--- src/rtl/hs65_complex_gate_cluster.sv ---
// Registered, WIDTH-lane model of the HS65 AO222, AOI13 and AOI32 complex gates.
// Define GATE_INPUT_REG_EN to add an operand register stage (latency 2 instead of 1).
module hs65_complex_gate_cluster #(
  parameter int WIDTH = 4
) (
  input  logic             clk,
  input  logic             rst,
  input  logic             in_valid,
  input  logic [WIDTH-1:0] ao_a1,
  input  logic [WIDTH-1:0] ao_a2,
  input  logic [WIDTH-1:0] ao_b1,
  input  logic [WIDTH-1:0] ao_b2,
  input  logic [WIDTH-1:0] ao_c1,
  input  logic [WIDTH-1:0] ao_c2,
  input  logic [WIDTH-1:0] aoi13_a,
  input  logic [WIDTH-1:0] aoi13_b,
  input  logic [WIDTH-1:0] aoi13_c,
  input  logic [WIDTH-1:0] aoi13_d,
  input  logic [WIDTH-1:0] aoi32_a1,
  input  logic [WIDTH-1:0] aoi32_a2,
  input  logic [WIDTH-1:0] aoi32_a3,
  input  logic [WIDTH-1:0] aoi32_b1,
  input  logic [WIDTH-1:0] aoi32_b2,
  output logic             out_valid,
  output logic [WIDTH-1:0] ao222_z,
  output logic [WIDTH-1:0] aoi13_z,
  output logic [WIDTH-1:0] aoi32_z
);

  // Handshake: valid-only, no ready. Operands are taken on every rising edge
  // where the valid input is high; out_valid pulses once per accepted operand
  // set and nothing can stall the pipe.

  localparam int NOPS = 15;

  logic [NOPS*WIDTH-1:0] ops_in;
  logic [NOPS*WIDTH-1:0] ev_ops;
  logic                  ev_valid;

  assign ops_in = {ao_a1, ao_a2, ao_b1, ao_b2, ao_c1, ao_c2,
                   aoi13_a, aoi13_b, aoi13_c, aoi13_d,
                   aoi32_a1, aoi32_a2, aoi32_a3, aoi32_b1, aoi32_b2};

`ifdef GATE_INPUT_REG_EN
  logic [NOPS*WIDTH-1:0] ops_q;
  logic                  in_valid_q;

  // Operand stage holds its contents on idle cycles, like the output stage.
  always_ff @(posedge clk or posedge rst) begin
    if (rst) begin
      ops_q      <= '0;
      in_valid_q <= 1'b0;
    end else begin
      in_valid_q <= in_valid;
      if (in_valid) ops_q <= ops_in;
    end
  end

  assign ev_ops   = ops_q;
  assign ev_valid = in_valid_q;
`else
  assign ev_ops   = ops_in;
  assign ev_valid = in_valid;
`endif

  logic [WIDTH-1:0] e_ao_a1, e_ao_a2, e_ao_b1, e_ao_b2, e_ao_c1, e_ao_c2;
  logic [WIDTH-1:0] e_13_a, e_13_b, e_13_c, e_13_d;
  logic [WIDTH-1:0] e_32_a1, e_32_a2, e_32_a3, e_32_b1, e_32_b2;

  assign {e_ao_a1, e_ao_a2, e_ao_b1, e_ao_b2, e_ao_c1, e_ao_c2,
          e_13_a, e_13_b, e_13_c, e_13_d,
          e_32_a1, e_32_a2, e_32_a3, e_32_b1, e_32_b2} = ev_ops;

  logic             out_valid_q;
  logic [WIDTH-1:0] ao222_d, ao222_q;
  logic [WIDTH-1:0] aoi13_d_w, aoi13_q;
  logic [WIDTH-1:0] aoi32_d_w, aoi32_q;

  always_comb begin
    ao222_d   = (e_ao_a1 & e_ao_a2) | (e_ao_b1 & e_ao_b2) | (e_ao_c1 & e_ao_c2);
    aoi13_d_w = ~((e_13_a & e_13_b & e_13_c) | e_13_d);
    aoi32_d_w = ~((e_32_a1 & e_32_a2 & e_32_a3) | (e_32_b1 & e_32_b2));
  end

  // Inverting gates reset to all-ones: their value for all-zero operands.
  always_ff @(posedge clk or posedge rst) begin
    if (rst) begin
      out_valid_q <= 1'b0;
      ao222_q     <= '0;
      aoi13_q     <= '1;
      aoi32_q     <= '1;
    end else begin
      out_valid_q <= ev_valid;
      if (ev_valid) begin
        ao222_q <= ao222_d;
        aoi13_q <= aoi13_d_w;
        aoi32_q <= aoi32_d_w;
      end
    end
  end

  assign out_valid = out_valid_q;
  assign ao222_z   = ao222_q;
  assign aoi13_z   = aoi13_q;
  assign aoi32_z   = aoi32_q;

endmodule

--- config.mk ---
export PLATFORM = sky130hd
export DESIGN_NAME = hs65_complex_gate_cluster
export DESIGN_NICKNAME = d
export VERILOG_FILES = /design/src/rtl/hs65_complex_gate_cluster.sv
export SDC_FILE = /design/constraint.sdc
export NUM_CORES = 1
export LEC_CHECK = 0
export BUFFER_PORTS_ARGS = -buffer_cell sky130_fd_sc_hd__buf_2
export CORE_MARGIN = 3
export CORE_UTILIZATION = 32
export CTS_BUF_LIST = sky130_fd_sc_hd__clkbuf_4
export CTS_CLUSTER_SIZE = 28
export DETAILED_ROUTE_END_ITERATION = 16
export GPL_ROUTABILITY_DRIVEN = 0
export HOLD_SLACK_MARGIN = 0.06
export PLACE_DENSITY = 0.81
export RECOVER_POWER = 50
export SYNTH_ARGS = -nofsm -noshare
export SYNTH_HDL_FRONTEND = slang
export SYNTH_SLANG_ARGS = --single-unit
--- constraint.sdc ---
create_clock -name clk -period 0.9 [get_ports clk]
set_input_delay 0.045 -clock clk [delete_from_list [all_inputs] [get_ports clk]]
set_output_delay 0.045 -clock clk [all_outputs]
set_load 0.05 [all_outputs]
---- After elaboration in Yosys (flattened, before gate mapping) ----
Cells that the tools add are included.
cells by class
  bitwise operators ....................... 14
operators by type and width
  operator        number
  4-bit AND       8
  4-bit OR        4
  4-bit inverter  2
storage, ports and cells
  register bits after elaboration ......... 13
  word-level logic and storage cells ...... 18

---- Depth between registers and ports, before layout ----
  depth in word-level cells ............... 4
  mapped depth ............................ 4
  gate-level depth less buffers ........... 2

---- Least setup slack after synthesis ----
OpenSTA, ideal clock, no wires.
  path kind ............................... register to register
  start point ............................. reg, netlist name aoi13_z[0]
  end point ............................... reg aoi13_q[0], in the netlist aoi13_z[0]
  arrival ................................. 0.860 ns
  required time ........................... 0.840 ns
  slack ................................... -0.021 ns
  stages on the path, launching flop included .. 2
  buffers on the path ..................... 0
  clock period less this slack ............ 0.921 ns
  cells stage by stage .................... dfstp_2 > mux2_2
RTL lines
  element                 RTL line  source
  end signal: assignment  96        aoi13_q <= aoi13_d_w;
  end: declaration        76        logic [WIDTH-1:0] aoi13_d_w, aoi13_q;

---- Final worst setup path ----
  start point ............................. reg aoi13_q[1], in the netlist aoi13_z[1]
  end point ............................... out aoi13_z[1]
RTL lines
  element           RTL line  source
  end: declaration  26        output logic [WIDTH-1:0] aoi13_z,
No word-level cell between the ends.

==> summary.md <==
Worst setup path
* **CP Data Required Time** 0.85 ns
* **count of buffering cells on the critical path with inverters included** 1
* **CP delay by family, top** flip-flops
* **Worst setup SP type** register
* **critical path depth in cells** 1
* **cells along the critical path** buf_8
* **path type of the worst setup path** reg -> out
* **critical path arrival** 0.99 ns
* **slowest stage cell, crit path** dfstp_2
* **category of the worst setup path capture point** output port
* **worst-path maximum fanout** 2
* **Register-to-Register Path Depth** 3
* **peak per-stage delay on the critical path** 0.56 ns

Yosys
* **Post-Synthesis Cell Area** 598.1 um2
* **Unique masters post-synth** 12
* **average footprint of a synthesized cell** 13.59 um2
* **post-synthesis sequential area ratio** 56.07%
* **Syn Nets** 107
* **Yosys Warn Count** 0
* **Cells after Synth** 44
* **register bit total from synthesis** 13
* **area share of the leading cell type in the synthesized netlist** 35.15%
* **post-synth top area cell** dfstp_2
* **largest cells by area after synthesis** dfstp_2 (35%), dfrtp_1 (21%), mux2_2 (11%)

Detailed routing
* **detailed router's first-iteration violation count** 11
* **post-DR wirelength/cell** 13.45 um
* **Pre-Repair DR Iteration Count** 4
* **via count** 730
* **wire length reported by the detailed router** 2031 um
* **average vias per placed instance** 4.834
* **final routed DRC violation total** 0
* **number of nets with antenna violations after detailed routing** 0

Layout
* **net count of the finished layout** 191
* **synthesis-to-layout area growth** 98.74%
* **proportion of layout cells with a drive suffix above 1** 77.95%
* **Post-Layout Cell Count** 151
* **number of antenna diodes** 0
* **count of fill cells added during filler insertion** 121

Clocking
* **buffer levels on the longest clock path** 2
* **clock slew at the register clock pins of the worst setup and hold paths** 0.09 ns
* **Clock Sink Count** 13
* **later-pin clock latency in the skew report** 0.28 ns
* **H-tree depth reported by CTS** 1
* **cell at the root of the clock tree** clkbuf_4
* **clock tree from TritonCTS** done
* **TritonCTS buffer count** 3

Floorplanning
* **overall die width** 49.23 um
* **Ports** 76
* **area of the die** 2424 um2
* **Die Span Y** 49.23 um
* **starting density of the core** 36.71%
* **core area** 1629 um2
* **number of rows created at floorplan** 14

STA
* **min cycle time layout** 1.034 ns
* **Tightest Pin Transition** 0.4984 ns
* **Final Max Slew Viols** 0
* **Hold WS** 0.06801 ns
* **Final setup viols** 8
* **Clock Skews** 0 ns
* **period utilization** 114.9%
* **final hold viol count** 0
* **maximum clock frequency** 0.9672 GHz
* **accumulated negative setup slack** -0.9904 ns
* **final worst setup slack** -0.1339 ns
* **Max-slew headroom** 66.74%
* **RSZ-0062 raised after global routing** true

Placement
* **Post-Place Worst Slack** 0.08463 ns
* **# port buffers** 75
* **placed instance count** 142
* **detailed-placement wirelength estimate** 1582 um

Hold path
* **Hold/Removal Path Class** in -> reg
* **Worst Hold Path Cells** 3

Run status
* **violated checks** negative setup slack
* **result of the run** complete, but fails checks

Power and ir drop
* **pwr dens** 1538 nW/um2
* **Static Leakage** 0.6216 nW
* **IR Drop Worst-Case VDD** 1161 uV

Run
* **number of violations of the max-capacitance limit** 0

Global route
* **global-route total usage across every layer** 17.31%
* **wire length of the first global-routing pass** 3222 um
* **via count of the first global-routing pass** 788
* **overflow left after global routing** 0
* **number of antenna violations at the first check in global routing** 0
* **largest net degree at the start of global routing** 18

placed cells by master (no fill, tap or decap):
master	n
dfstp_2	8
a222oi_1	4
clkbuf_4	4
dfrtp_1	5
nor2_1	4
buf_4	3
a32oi_1	4
dlygate4sd3_1	2
a31oi_1	4
mux2_4	8
clkinv_2	1
a21oi_1	4
buf_8	8
inv_1	1
buf_6	5
buf_2	62
stage by stage:
stage	power, W	cell area, um2	util [%]
after floorplan	0.001098	620.6	-
after global placement	0.001293	1020	62.60
after detailed placement	0.001309	1020	62.60
after CTS	0.001824	1161	71.28
after global routing	0.001921	1189	72.96
final	0.001828	1189	72.96
Yosys cell counts, drive strengths merged:
library cell  number
a32oi              4
mux2               8
inv                1
a31oi              4
a222oi             4
dfrtp              5
a21oi              4
nor2               4
buf                2
dfstp              8
sequential cells by signal, summed over array words and instances, names as in the netlist:
signal,flops
aoi32_z,4
aoi13_z,4
out_valid,1
ao222_z,4
final cells by class:
class                           instances  area (um2)  area share [%]
Tap cell                               24       30.03           2.526
Clock buffer                            3       22.52           1.895
Multi-Input combinational cell         28       255.2           21.47
Inverter                                1       3.754          0.3158
Clock inverter                          1       5.005          0.4211
Sequential cell                        13       335.3           28.21
Timing Repair Buffer                   81       536.8           45.16
logic make-up (layout without fill, tap and decap cells):
kind of cell,count (synthesis),in the layout,synth area share [%]
multiplexers,8,8,16.32
flip-flops,13,13,56.07
AO/OA/AOI/OAI,16,16,20.08
AND/OR/NAND/NOR,4,4,2.510
buffers and inverters,3,86,5.019
power breakdown:
| group | internal, W | switching [W] |
|---|---|---|
| sequential | 0.000681 | 0.0000541 |
| combinational | 0.000361 | 0.000360 |
| clock | 0.000165 | 0.000208 |
metal layers:
layer  global-route usage, %  part of all wire (%)
met1                   17.68                    36
met2                   29.69                    49
met3                   8.563                    14
met4                   7.109                  0.59
met5                       0                     0
final timing paths:
| path | endpoint | slack [ns] | start |
|---|---|---|---|
| worst max-delay path | aoi13_z[1] | -0.13 | aoi13_z[1] |
| worst min-delay path | ao222_z[1] | 0.07 | ao_c2[1] |
| worst max register to register | ao222_z[0] | 0.08 | ao222_z[0] |
| worst min register to register | ao222_z[1] | 0.56 | ao222_z[1] |
| max in group asynchronous | aoi32_z[3] | 0.21 | rst |
| min in group asynchronous | ao222_z[3] | 0.32 | rst |
timing repair:
item,4_1_cts,5_1_grt
endpoints found under the setup margin,13,13
pin swaps,0,0
hold buffers,1,1
resized for setup,32,2
endpoints found under the hold margin,5,1
buffers inserted,0,3
(Power assumes the default switching activity.)
